===== config.mk =====
export PLATFORM = sky130hd
export DESIGN_NAME = timer_ctrl
export DESIGN_NICKNAME = d
export VERILOG_FILES = /design/src/rtl/timer_ctrl.sv
export SDC_FILE = /design/constraint.sdc
export NUM_CORES = 1
export LEC_CHECK = 0
export BUFFER_PORTS_ARGS = -buffer_cell sky130_fd_sc_hd__clkbuf_2
export CAP_MARGIN = 20
export CORE_UTILIZATION = 54
export CTS_CLUSTER_DIAMETER = 100
export CTS_CLUSTER_SIZE = 14
export DETAILED_ROUTE_END_ITERATION = 8
export PLACE_DENSITY = 0.78
export SYNTH_ARGS = -nofsm -noshare
export SYNTH_HDL_FRONTEND = slang
export SYNTH_SLANG_ARGS = --single-unit

===== constraint.sdc =====
create_clock -name clk -period 2.4 [get_ports clk]
set_clock_uncertainty 0.1 [all_clocks]
set_input_delay 0.12 -clock clk [delete_from_list [all_inputs] [get_ports clk]]
set_output_delay 0.12 -clock clk [all_outputs]
set_load 0.05 [all_outputs]

===== src/rtl/timer_ctrl.sv =====
// Prescaled up-count sequencer with terminal-count limit, one-shot/periodic modes
// and start/stop/pause control. Every output comes from a flop.
module timer_ctrl #(
    parameter int NBITS = 4,
    parameter int PBITS = 8
) (
    input  logic             clk,
    input  logic             rst,
    input  logic             start,
    input  logic             stop,
    input  logic             pause,
    input  logic             mode,
    input  logic [PBITS-1:0] prescale,
    input  logic [NBITS-1:0] limit,
    output logic [NBITS-1:0] count,
    output logic             cnt_ena,
    output logic             tc,
    output logic             busy,
    output logic             done
);

    typedef enum logic [1:0] {IDLE, RUN, PAUSE, DONE} state_t;

    state_t           state_q, state_d;
    logic [NBITS-1:0] count_q, count_d;
    logic [PBITS-1:0] p_q, p_d;
    logic [PBITS-1:0] prescale_q, prescale_d;
    logic [NBITS-1:0] limit_q, limit_d;
    logic             mode_q, mode_d;
    logic             cnt_ena_q, cnt_ena_d;
    logic             tc_q, tc_d;
    logic             busy_q, busy_d;
    logic             done_q, done_d;
    logic             tick;

    always_comb begin
        state_d    = state_q;
        count_d    = count_q;
        p_d        = p_q;
        prescale_d = prescale_q;
        limit_d    = limit_q;
        mode_d     = mode_q;
        cnt_ena_d  = 1'b0;
        tc_d       = 1'b0;
        tick       = 1'b0;

        if (stop) begin
            state_d = IDLE;
            count_d = '0;
            p_d     = '0;
        end else if (start) begin
            state_d    = RUN;
            count_d    = '0;
            p_d        = '0;
            mode_d     = mode;
            prescale_d = prescale;
            limit_d    = limit;
        end else begin
            case (state_q)
                RUN, PAUSE: begin
                    // The edge leaving PAUSE is itself an active cycle, so the
                    // resume costs nothing beyond the cycles pause was high.
                    if (pause) begin
                        state_d = PAUSE;
                    end else begin
                        state_d = RUN;
                        if (p_q == prescale_q) begin
                            p_d  = '0;
                            tick = 1'b1;
                        end else begin
                            p_d = p_q + 1'b1;
                        end
                    end
                end
                default: ;
            endcase

            if (tick) begin
                cnt_ena_d = 1'b1;
                if (count_q == limit_q) begin
                    count_d = '0;
                    tc_d    = 1'b1;
                    if (!mode_q) begin
                        state_d = DONE;
                    end
                end else begin
                    count_d = count_q + 1'b1;
                end
            end
        end

        busy_d = (state_d == RUN) || (state_d == PAUSE);
        done_d = (state_d == DONE);
    end

    always_ff @(posedge clk) begin
        if (!rst) begin
            state_q    <= IDLE;
            count_q    <= '0;
            p_q        <= '0;
            prescale_q <= '0;
            limit_q    <= '0;
            mode_q     <= 1'b0;
            cnt_ena_q  <= 1'b0;
            tc_q       <= 1'b0;
            busy_q     <= 1'b0;
            done_q     <= 1'b0;
        end else begin
            state_q    <= state_d;
            count_q    <= count_d;
            p_q        <= p_d;
            prescale_q <= prescale_d;
            limit_q    <= limit_d;
            mode_q     <= mode_d;
            cnt_ena_q  <= cnt_ena_d;
            tc_q       <= tc_d;
            busy_q     <= busy_d;
            done_q     <= done_d;
        end
    end

    assign count   = count_q;
    assign cnt_ena = cnt_ena_q;
    assign tc      = tc_q;
    assign busy    = busy_q;
    assign done    = done_q;

endmodule

After elaboration in Yosys (flattened, before gate mapping)
Index checks and enable logic that the tools add are counted.
- memories kept: 0
- bits in latches: 0
- output and inout port bits: 8
- RAM bits: 0
- ROM bits: 0
- word-level logic and storage cells: 45
- flip-flop bits (word level): 31
- input port bits: 18
- bitwise logic cells: 4
- shift-type cells: 0
- muxes and demuxes: 16
- $mul: 0
- magnitude comparators: 0
- divide/modulo/power cells: 0
- equal/unequal tests: 7
- add/sub/neg operators: 2
- reductions and logical operators: 6
- operators by type and width (kind ; count):
    2-bit two-way mux ; 7
    8-bit by 1-bit adder with 8-bit output, second input constant ; 1
    8-bit == test ; 1
    8-bit two-way mux ; 1
    1-bit two-way mux ; 7
    2-bit == test, second input constant ; 3
    4-bit by 1-bit adder with 4-bit output, second input constant ; 1
    2-bit by 1-bit == test with 1-bit output, second input constant ; 2
    4-bit == test ; 1
    4-bit two-way mux ; 1
    1-bit NOT ; 4
    2-bit AND reduction ; 2
    4-bit OR reduction ; 1
    3-bit OR reduction ; 1
    2-bit OR reduction ; 1
    1-bit logical OR ; 1

Longest topological paths before layout
Gate-level depths: netlist of run 1.
- word-level depth: 11
- mapped depth: 8
- mapped depth without buffers: 7

Worst setup path before layout of run 1
No wires, ideal clock.
- kind: register -> register
- from: register count_q[0] (netlist: count[0])
- to: register busy_q (netlist: busy)
- slack: 0.382 ns
- data required time: 2.185 ns
- cell stages (with the launch flop): 8
- clock period less this slack: 2.018 ns
- setup time: 0.115 ns
- data arrival time: 1.803 ns
- buffers on the path: 0
- cells stage by stage: dfxtp_1 xnor2_1 nand4_1 nor2_1 a21oi_1 nor3_1 ha_1 and2_1
- longest elaborated chain between the ends: 7
- elaborated cells on any way between the ends: 8
- those cells by class: eq/ne (3); mux (4); reduce/logical (1)
- ends and longest elaborated chain (what ; RTL line ; text):
    start: declaration ; 25 ; logic [NBITS-1:0] count_q, count_d;
    start signal: assignment ; 110 ; count_q <= count_d;
    4-bit == test (*) ; 80 ; if (count_q == limit_q) begin
    2-bit two-way mux (*) ; 80 ;
    2-bit two-way mux (*) ; 78 ; if (tick) begin
    2-bit two-way mux (*) ; 51 ; end else if (start) begin
    2-bit two-way mux (*) ; 47 ; if (stop) begin
    named net state_d[1] ; 24 ; state_t state_q, state_d;
    2-bit by 1-bit == test with 1-bit output / 2-bit == test (equally long branches) ; 92 ; busy_d = (state_d == RUN) || (state_d == PAUSE);
    1-bit logical OR (*) ; 92 ;
    named net busy_d ; 32 ; logic busy_q, busy_d;
    end signal: assignment ; 117 ; busy_q <= busy_d;
    end: declaration ; 32 ;
The timed path passes the listed nets; every way through them passes the cells marked *.
A chain may end at the register's enable or synchronous reset.

Worst setup path after layout of run 1
- from: register p_q[2]
- to: register busy_q (netlist: busy)
- longest elaborated chain between the ends: 11
- elaborated cells on any way between the ends: 12
- those cells by class: eq/ne (3); mux (8); reduce/logical (1)
- ends and longest elaborated chain (what ; RTL line ; text):
    start: declaration ; 26 ; logic [PBITS-1:0] p_q, p_d;
    start signal: assignment ; 111 ; p_q <= p_d;
    8-bit == test (*) ; 67 ; if (p_q == prescale_q) begin
    1-bit two-way mux (*) ; 67 ;
    1-bit two-way mux (*) ; 63 ; if (pause) begin
    1-bit two-way mux (*) ; 59 ; case (state_q)
    1-bit two-way mux (*) ; 51 ;
    1-bit two-way mux (*) ; 47 ;
    2-bit two-way mux (*) ; 78 ;
    2-bit two-way mux (*) ; 51 ;
    2-bit two-way mux (*) ; 47 ;
    named net state_d[1] ; 24 ;
    2-bit by 1-bit == test with 1-bit output / 2-bit == test (equally long branches) ; 92 ;
    1-bit logical OR (*) ; 92 ;
    named net busy_d ; 32 ;
The timed path passes the listed nets; every way through them passes the cells marked *. The select of a mux whose other input is x is not followed.

==> results.yml, run 1 <==
drt:
  wl_um: 2930
  first_pass_iters: 5
  wire_per_inst_um: 12.7
  vias: 1220
  vias_per_cell: 5.30
  final_antenna_net_count: 0
  drt_iter0_drc: 22
  drc: 0
global_routing:
  grt_pass1_wl_um: 4770
  grt_use_total_pct: 24.4
  grt_overflow: 0
  antenna_found_initial: 0
  grt_pass1_vias: 1151
  grt_max_degree: 19
pwr:
  powerDensity_mw_per_mm2: 598
  ir_drop_v: 0.000529
  p_leak_nw: 0.759
  power_mw: 1.06
timing:
  hold_violations: 0
  relSlewSlack_pct: 43.7
  fin_tns_setup_ps: 0
  fin_crit_sh_pct: 82.5
  fmax_mhz: 505
  period_needed_ps: 1980
  drv_slew: 0
  rsz0062_at_grt: "false"
  worstMarginPinSlew_ps: 843
  setup_violations: 0
setup_path:
  worst-setup-path-type: "reg2reg"
  reg2reg_to: "busy$_SDFF_PN0_"
  rrSetupSlack_ps: 420
  crit_chain: "xor2_1 -> nor4_1 -> and3_1 -> a21oi_1 -> nor3_1 -> ha_1 -> and2_1"
  start_kind: "register"
  reg2regPathDepth: 7
  cp_slowest_cell: "dfxtp_1"
  worstPathArrival_ps: 2110
  r2r_start: "p_q[2]$_SDFFE_PP0P_"
  crit_buf_inv: 0
  critPathCaptureType: "register"
  slowest_delay_ps: 440
  cp_max_fo: 5
  cp.depth: 7
  critPathTopFamily: "simple AND/OR/NAND/NOR gates"
  required_ps: 2530
yosys:
  synth_ff_type: "dfxtp_1"
  netlist_area_mm2: 0.00143
  synth_top_family_by_area: "simple AND/OR/NAND/NOR gates"
  netlist_instances: 158
  ys_types: 30
  synthAdderAreaFrac_pct: 3.34
  yosys.area_share.simple_pct: 25.9
  syn_avg_cell_area_um2: 9.02
  synth.area.mux_share_pct: 1.40
  async_flop_share_pct: 0
  synth_xor_area_share_pct: 12.8
  synth_top_area_share_pct: 43.5
  synthTopCellsByArea: "dfxtp_1, nand2_1, a21boi_0"
  ys_ff_latch: 31
  synth_top_area_cell: "dfxtp_1"
  ys_seq_area_share_pct: 43.5
  synth_compound_area_share_pct: 10.6
  yosysWarningCount: 0
  synthesis.nets: 179
  synth_edf_count: 0
  synth_common_cells: "dfxtp_1, nand2_1, nor2_1, a21boi_0, xor2_1"
clocking:
  cts_tree: "built"
  clk_latency_ps: 330
  cts_resized: 0
  clock_path_buffers: 2
  cts_root_buf: "clkbuf_4"
  cts_max_level: 2
  postCtsHoldBufs: 13
  post-cts-setup-buffers: 0
  path_clk_slew_ps: 90
  clkSinkCount: 31
  numCtsBuffers: 5
floorplan:
  io_pins: 26
  initial_core_util_pct: 57.5
  fp.dieW_um: 53.4
  die_h_um: 53.4
  dieArea_mm2: 0.00285
  num_rows: 18
  core_area_mm2: 0.00248
finish:
  num-fill-cells: 212
  area_delta_synth_final_pct: 24.8
  n_antenna_cell: 0
  regArea_um2: 621
  multi_input_area_um2: 771
  drive_gt1_share_pct: 21.0
  finalNetCount: 220
place:
  io_buffers: 25
  gp_congestion: 0.856
  post-dp-hpwl_um: 1970
flow_run:
  cap_violations: 0
worst_hold_path:
  hold_start: "stop"
  holdPathStages: 3
  hp-class: "in2reg"
  holdPathEnd: "state_q[0]$_SDFF_PN0_"
outcome:
  status: "finished clean"
[layer usage]
layer | track usage (%) | share of wire, % | up-vias
met1 | 29.3 | 45 | 563
li1 | - | - | 605
met2 | 37.3 | 46 | 41
met5 | 0 | 0 | -
met4 | 17.1 | 3.9 | 0
met3 | 6.32 | 5.2 | 11
[report_power, final]
group	internal [mW]	total (mW)	leakage, nW	switching (mW)
Clock	0.246	0.425	0.0482	0.179
Combinational	0.0503	0.103	0.459	0.0525
Sequential	0.526	0.536	0.252	0.00941
Total	0.823	1.06	0.759	0.240
[tightest hold or removal path: stages]
cell and delay [ps]:
clkbuf_2 130, nor2_1 70, and2_1 150
[kinds of logic after synthesis]
| family | Yosys count |
|---|---|
| AND/OR/NAND/NOR | 75 |
| flip-flops | 31 |
| AO/OA/AOI/OAI | 21 |
| XOR/XNOR | 20 |
| buffers and inverters | 5 |
| adder cells (fa/ha/maj) | 4 |
| multiplexers | 2 |
[per-stage QoR]
step | instance area (µm²) | hold slack [ps] | setup WS (ps) | utilization, % | std cells
after global routing | 1780 | 74.1 | 303 | 71.8 | 230
after global placement | 1560 | 252 | 562 | 63.0 | 209
after CTS | 1780 | 62.7 | 451 | 71.8 | 230
after detailed placement | 1560 | 264 | 474 | 63.0 | 209
final | 1780 | 82.7 | 420 | 71.8 | 230
after floorplan | 1430 | 165 | 382 | - | 158
[registers in the layout (all words and copies together) (netlist names)]
signal      flops
cnt_ena         1
mode_q          1
count           4
limit_q         4
p_q             8
busy            1
state_q         2
done            1
tc              1
prescale_q      8
[how the worst max path moves through the flow]
| stage | slack, ps | from | end |
|---|---|---|---|
| floorplan | 380 | count[0]$_SDFFE_PP0N_ | busy$_SDFF_PN0_ |
| global placement | 560 | count[0]$_SDFFE_PP0N_ | busy$_SDFF_PN0_ |
| detailed placement | 470 | p_q[2]$_SDFFE_PP0P_ | busy$_SDFF_PN0_ |
| CTS | 450 | p_q[2]$_SDFFE_PP0P_ | busy$_SDFF_PN0_ |
| global route | 300 | p_q[2]$_SDFFE_PP0P_ | busy$_SDFF_PN0_ |
| finish | 420 | p_q[2]$_SDFFE_PP0P_ | busy$_SDFF_PN0_ |
[cell usage in the layout (no fill, tap or decap), types with 2 or more instances in the layout]
| master | instances |
|---|---|
| a21bo_2 | 2 |
| a21boi_0 | 13 |
| a21oi_1 | 4 |
| and2_1 | 5 |
| and3_1 | 4 |
| clkbuf_2 | 25 |
| clkbuf_4 | 5 |
| dfxtp_1 | 31 |
| dlygate4sd3_1 | 13 |
| ha_1 | 3 |
| mux2i_1 | 2 |
| nand2_1 | 31 |
| nand2b_1 | 2 |
| nand3_1 | 3 |
| nand4_1 | 3 |
| nor2_1 | 16 |
| nor2b_1 | 2 |
| nor4_1 | 2 |
| xnor2_1 | 8 |
| xor2_1 | 11 |
[final cells by class]
class | instances | area share (%)
Sequential cell | 31 | 34.9
Timing Repair Buffer | 39 | 14.8
Multi-Input combinational cell | 122 | 43.3
Tap cell | 30 | 2.11
Clock inverter | 2 | 1.97
Clock buffer | 6 | 2.89
Note: power is estimated with default switching activity, not from simulation.
==> run 2, diff against run 1 <==
--- a/config.mk
+++ b/config.mk
@@ -5,13 +5,14 @@
 export SDC_FILE = /design/constraint.sdc
 export NUM_CORES = 1
 export LEC_CHECK = 0
+export ABC_AREA = 1
 export BUFFER_PORTS_ARGS = -buffer_cell sky130_fd_sc_hd__clkbuf_2
 export CAP_MARGIN = 20
-export CORE_UTILIZATION = 54
+export CORE_UTILIZATION = 49
 export CTS_CLUSTER_DIAMETER = 100
 export CTS_CLUSTER_SIZE = 14
 export DETAILED_ROUTE_END_ITERATION = 8
-export PLACE_DENSITY = 0.78
+export PLACE_DENSITY = 0.74
 export SYNTH_ARGS = -nofsm -noshare
 export SYNTH_HDL_FRONTEND = slang
 export SYNTH_SLANG_ARGS = --single-unit
==> constraint.sdc (replaced) <==
create_clock -name clk -period 1.73 [get_ports clk]
set_clock_uncertainty 0.1 [all_clocks]
set_input_delay 0.0865 -clock clk [delete_from_list [all_inputs] [get_ports clk]]
set_output_delay 0.0865 -clock clk [all_outputs]
set_load 0.05 [all_outputs]
==> run 2 against run 1 <==
Compared with the run above:
- register-to-register slack worse by 340 ps
- sequential power is 40% higher
- global-route usage is 2.7 points lower
- sequential cell count stayed put
- non-clock buffer count is 7 higher
- die area is 18% higher
- area after synthesis is 7.6% higher
- critical path type unchanged
- largest cell class unchanged
==> results.yml, run 2 <==
outcome:
  status: "finished clean"
yosys:
  yosysWarningCount: 0
  synth_top_area_cell: "dfxtp_1"
  synth_common_cells: "nand2_1, dfxtp_1, inv_1, nor2_1, o21ai_0"
  synth.area.mux_share_pct: 0
  ys_seq_area_share_pct: 40.5
  synth_xor_area_share_pct: 4.57
  yosysMostFrequentCell: "nand2_1"
  synthTopCellsByArea: "dfxtp_1, nand2_1, inv_1"
  netlist_instances: 210
  synth_edf_count: 0
  async_flop_share_pct: 0
  synth_top_family_by_area: "simple AND/OR/NAND/NOR gates"
  ys_types: 26
  ys_ff_latch: 31
  synthesis.nets: 231
  synth_top_area_share_pct: 40.5
  synth_ff_type: "dfxtp_1"
  syn_avg_cell_area_um2: 7.30
  synthAdderAreaFrac_pct: 2.45
  netlist_area_mm2: 0.00153
  yosys.area_share.simple_pct: 34.7
  synth_compound_area_share_pct: 9.96
finish:
  area_delta_synth_final_pct: 27.6
  finalNetCount: 281
  fin_cells: 292
  drive_gt1_share_pct: 30.3
  top_regs: "p_q x8, prescale_q x8"
  final_common_cell: "nand2_1"
  n_antenna_cell: 0
  layout_common_cells: "nand2_1, inv_1, nor2_1, clkbuf_2, dfxtp_1"
timing:
  fin_crit_sh_pct: 95.6
  period_needed_ps: 1650
  relSlewSlack_pct: 80.3
  setup_violations: 0
  fin_tns_setup_ps: 0
  drv_slew: 0
  rsz0062_at_grt: "false"
  fmax_mhz: 605
  hold_violations: 0
  worstMarginPinSlew_ps: 294
setup_path:
  start_kind: "register"
  slowest_delay_ps: 370
  worst-setup-path-type: "reg2reg"
  cpMostUsedCell: "nand2_1"
  worstPathArrival_ps: 1790
  crit_chain: "inv_2 -> nand2_2 -> nand2_1 -> nor2_1 -> nand2_1 -> nor2_2 -> nand3_2 -> a21oi_2 -> ha_1 -> nand2_1 -> inv_1"
  cp_max_fo: 4
  cp_slowest_cell: "dfxtp_2"
  required_ps: 1860
  critPathCaptureType: "register"
drt:
  drc: 0
  first_pass_iters: 4
  highest-signal-layer: "met4"
  vias_per_cell: 4.85
  wire_per_inst_um: 11.0
  wl_met1_um: 1580
  vias: 1416
  wl_um: 3200
  final_antenna_net_count: 0
  drt_iter0_drc: 37
  wl_met2_um: 1450
  wl_met3_um: 112
floorplan:
  dieArea_mm2: 0.00336
  initial_core_util_pct: 53.7
  num_rows: 19
  io_pins: 26
  die_h_um: 57.9
  core_area_mm2: 0.00285
  fp.dieW_um: 57.9
pwr:
  p_leak_nw: 0.895
  ir_drop_v: 0.000566
  power_mw: 1.36
  powerDensity_mw_per_mm2: 694
global_routing:
  grt_pass1_vias: 1256
  grt_use_total_pct: 21.7
  grt_pass1_wl_um: 5440
  grt_max_degree: 17
  antenna_found_initial: 0
  grt_overflow: 0
worst_hold_path:
  hp-class: "in2reg"
place:
  io_buffers: 25
  post-dp-hpwl_um: 2260
  gp_congestion: 0.822
  dp_cells: 269
clocking:
  clock_path_buffers: 2
  path_clk_slew_ps: 90
  clkSinkCount: 31
  cts_max_level: 2
  clk_latency_ps: 330
  cts_tree: "built"
  cts_root_buf: "clkbuf_4"
  numCtsBuffers: 5
flow_run:
  cap_violations: 0
## run 2: cell types whose count changed after synthesis, sizes merged, moves of 3 or more
cell and change:
xnor2 -9, and3 -4, xor2 -3, nor2 +21, a21oi +6, inv +29, o21ai +15, and2 -5
nand2 +23, a21boi -13, nand2b -3
## run 2: kinds of logic after synthesis
group | count (synthesis)
AO/OA/AOI/OAI | 28
flip-flops | 31
XOR/XNOR | 8
adder cells (fa/ha/maj) | 3
AND/OR/NAND/NOR | 108
buffers and inverters | 32
## run 2: metal layers
metal | GRT usage (%) | vias to the layer above
met2 | 35.1 | 28
met4 | 7.14 | 0
met1 | 27.8 | 630
li1 | - | 752
met3 | 6.70 | 6
met5 | 0 | -
## run 2: path summary, 6_finish.rpt
path                                            startpoint                         end  slack (ps)  cells after the start
worst min register to register  prescale_q[6]$_SDFFE_PN0P_  prescale_q[6]$_SDFFE_PN0P_         370                      2
worst max register to register         p_q[5]$_SDFFE_PP0P_             busy$_SDFF_PN0_          80                     11
worst min-delay path                                 pause         p_q[0]$_SDFFE_PP0P_          30                      4
worst max-delay path                   p_q[5]$_SDFFE_PP0P_             busy$_SDFF_PN0_          80                     11
## run 2: timing repair
action / in CTS / in global routing
endpoints found under the hold margin: 14 / 0
setup endpoints to repair: 0 / 1
gates resized for setup: 0 / 12
buffers inserted: 0 / 1
hold buffers: 14 / 0
## run 2: where the power goes
part / internal, mW / switching (mW) / leakage (nW) / total [mW]
combinational: 0.0939 / 0.120 / 0.607 / 0.214
sequential: 0.737 / 0.0128 / 0.259 / 0.750
clock: 0.158 / 0.235 / 0.0293 / 0.393
total: 0.989 / 0.369 / 0.895 / 1.36
## run 2: layout make-up
cell class	instances	area (µm²)
fillers	247	897
multi-input cells	147	803
flip-flops and latches	31	637
repair buffers	46	318
inverters	29	109
clock buffers	7	45.0
well taps	31	38.8
clock inverters	1	5.00
## run 2: through the flow
step	utilization (%)	setup WS [ps]	hold slack [ps]	instance area (µm²)
floorplan	-	70.6	121	1540
global placement	60.8	78.0	208	1740
detailed placement	60.8	26.5	216	1740
CTS	67.5	0.892	22.1	1930
global route	68.6	6.93	18.2	1960
finish	68.6	76.2	29.0	1960
## run 2: worst max-delay path, delay by kind of cell, from the launching register on
kind / cells / cell delay [ps]
compound gates: 1 / 130
fa+ha+maj: 1 / 230
buf+inv: 2 / 90
flops: 1 / 370
simple gates: 7 / 630
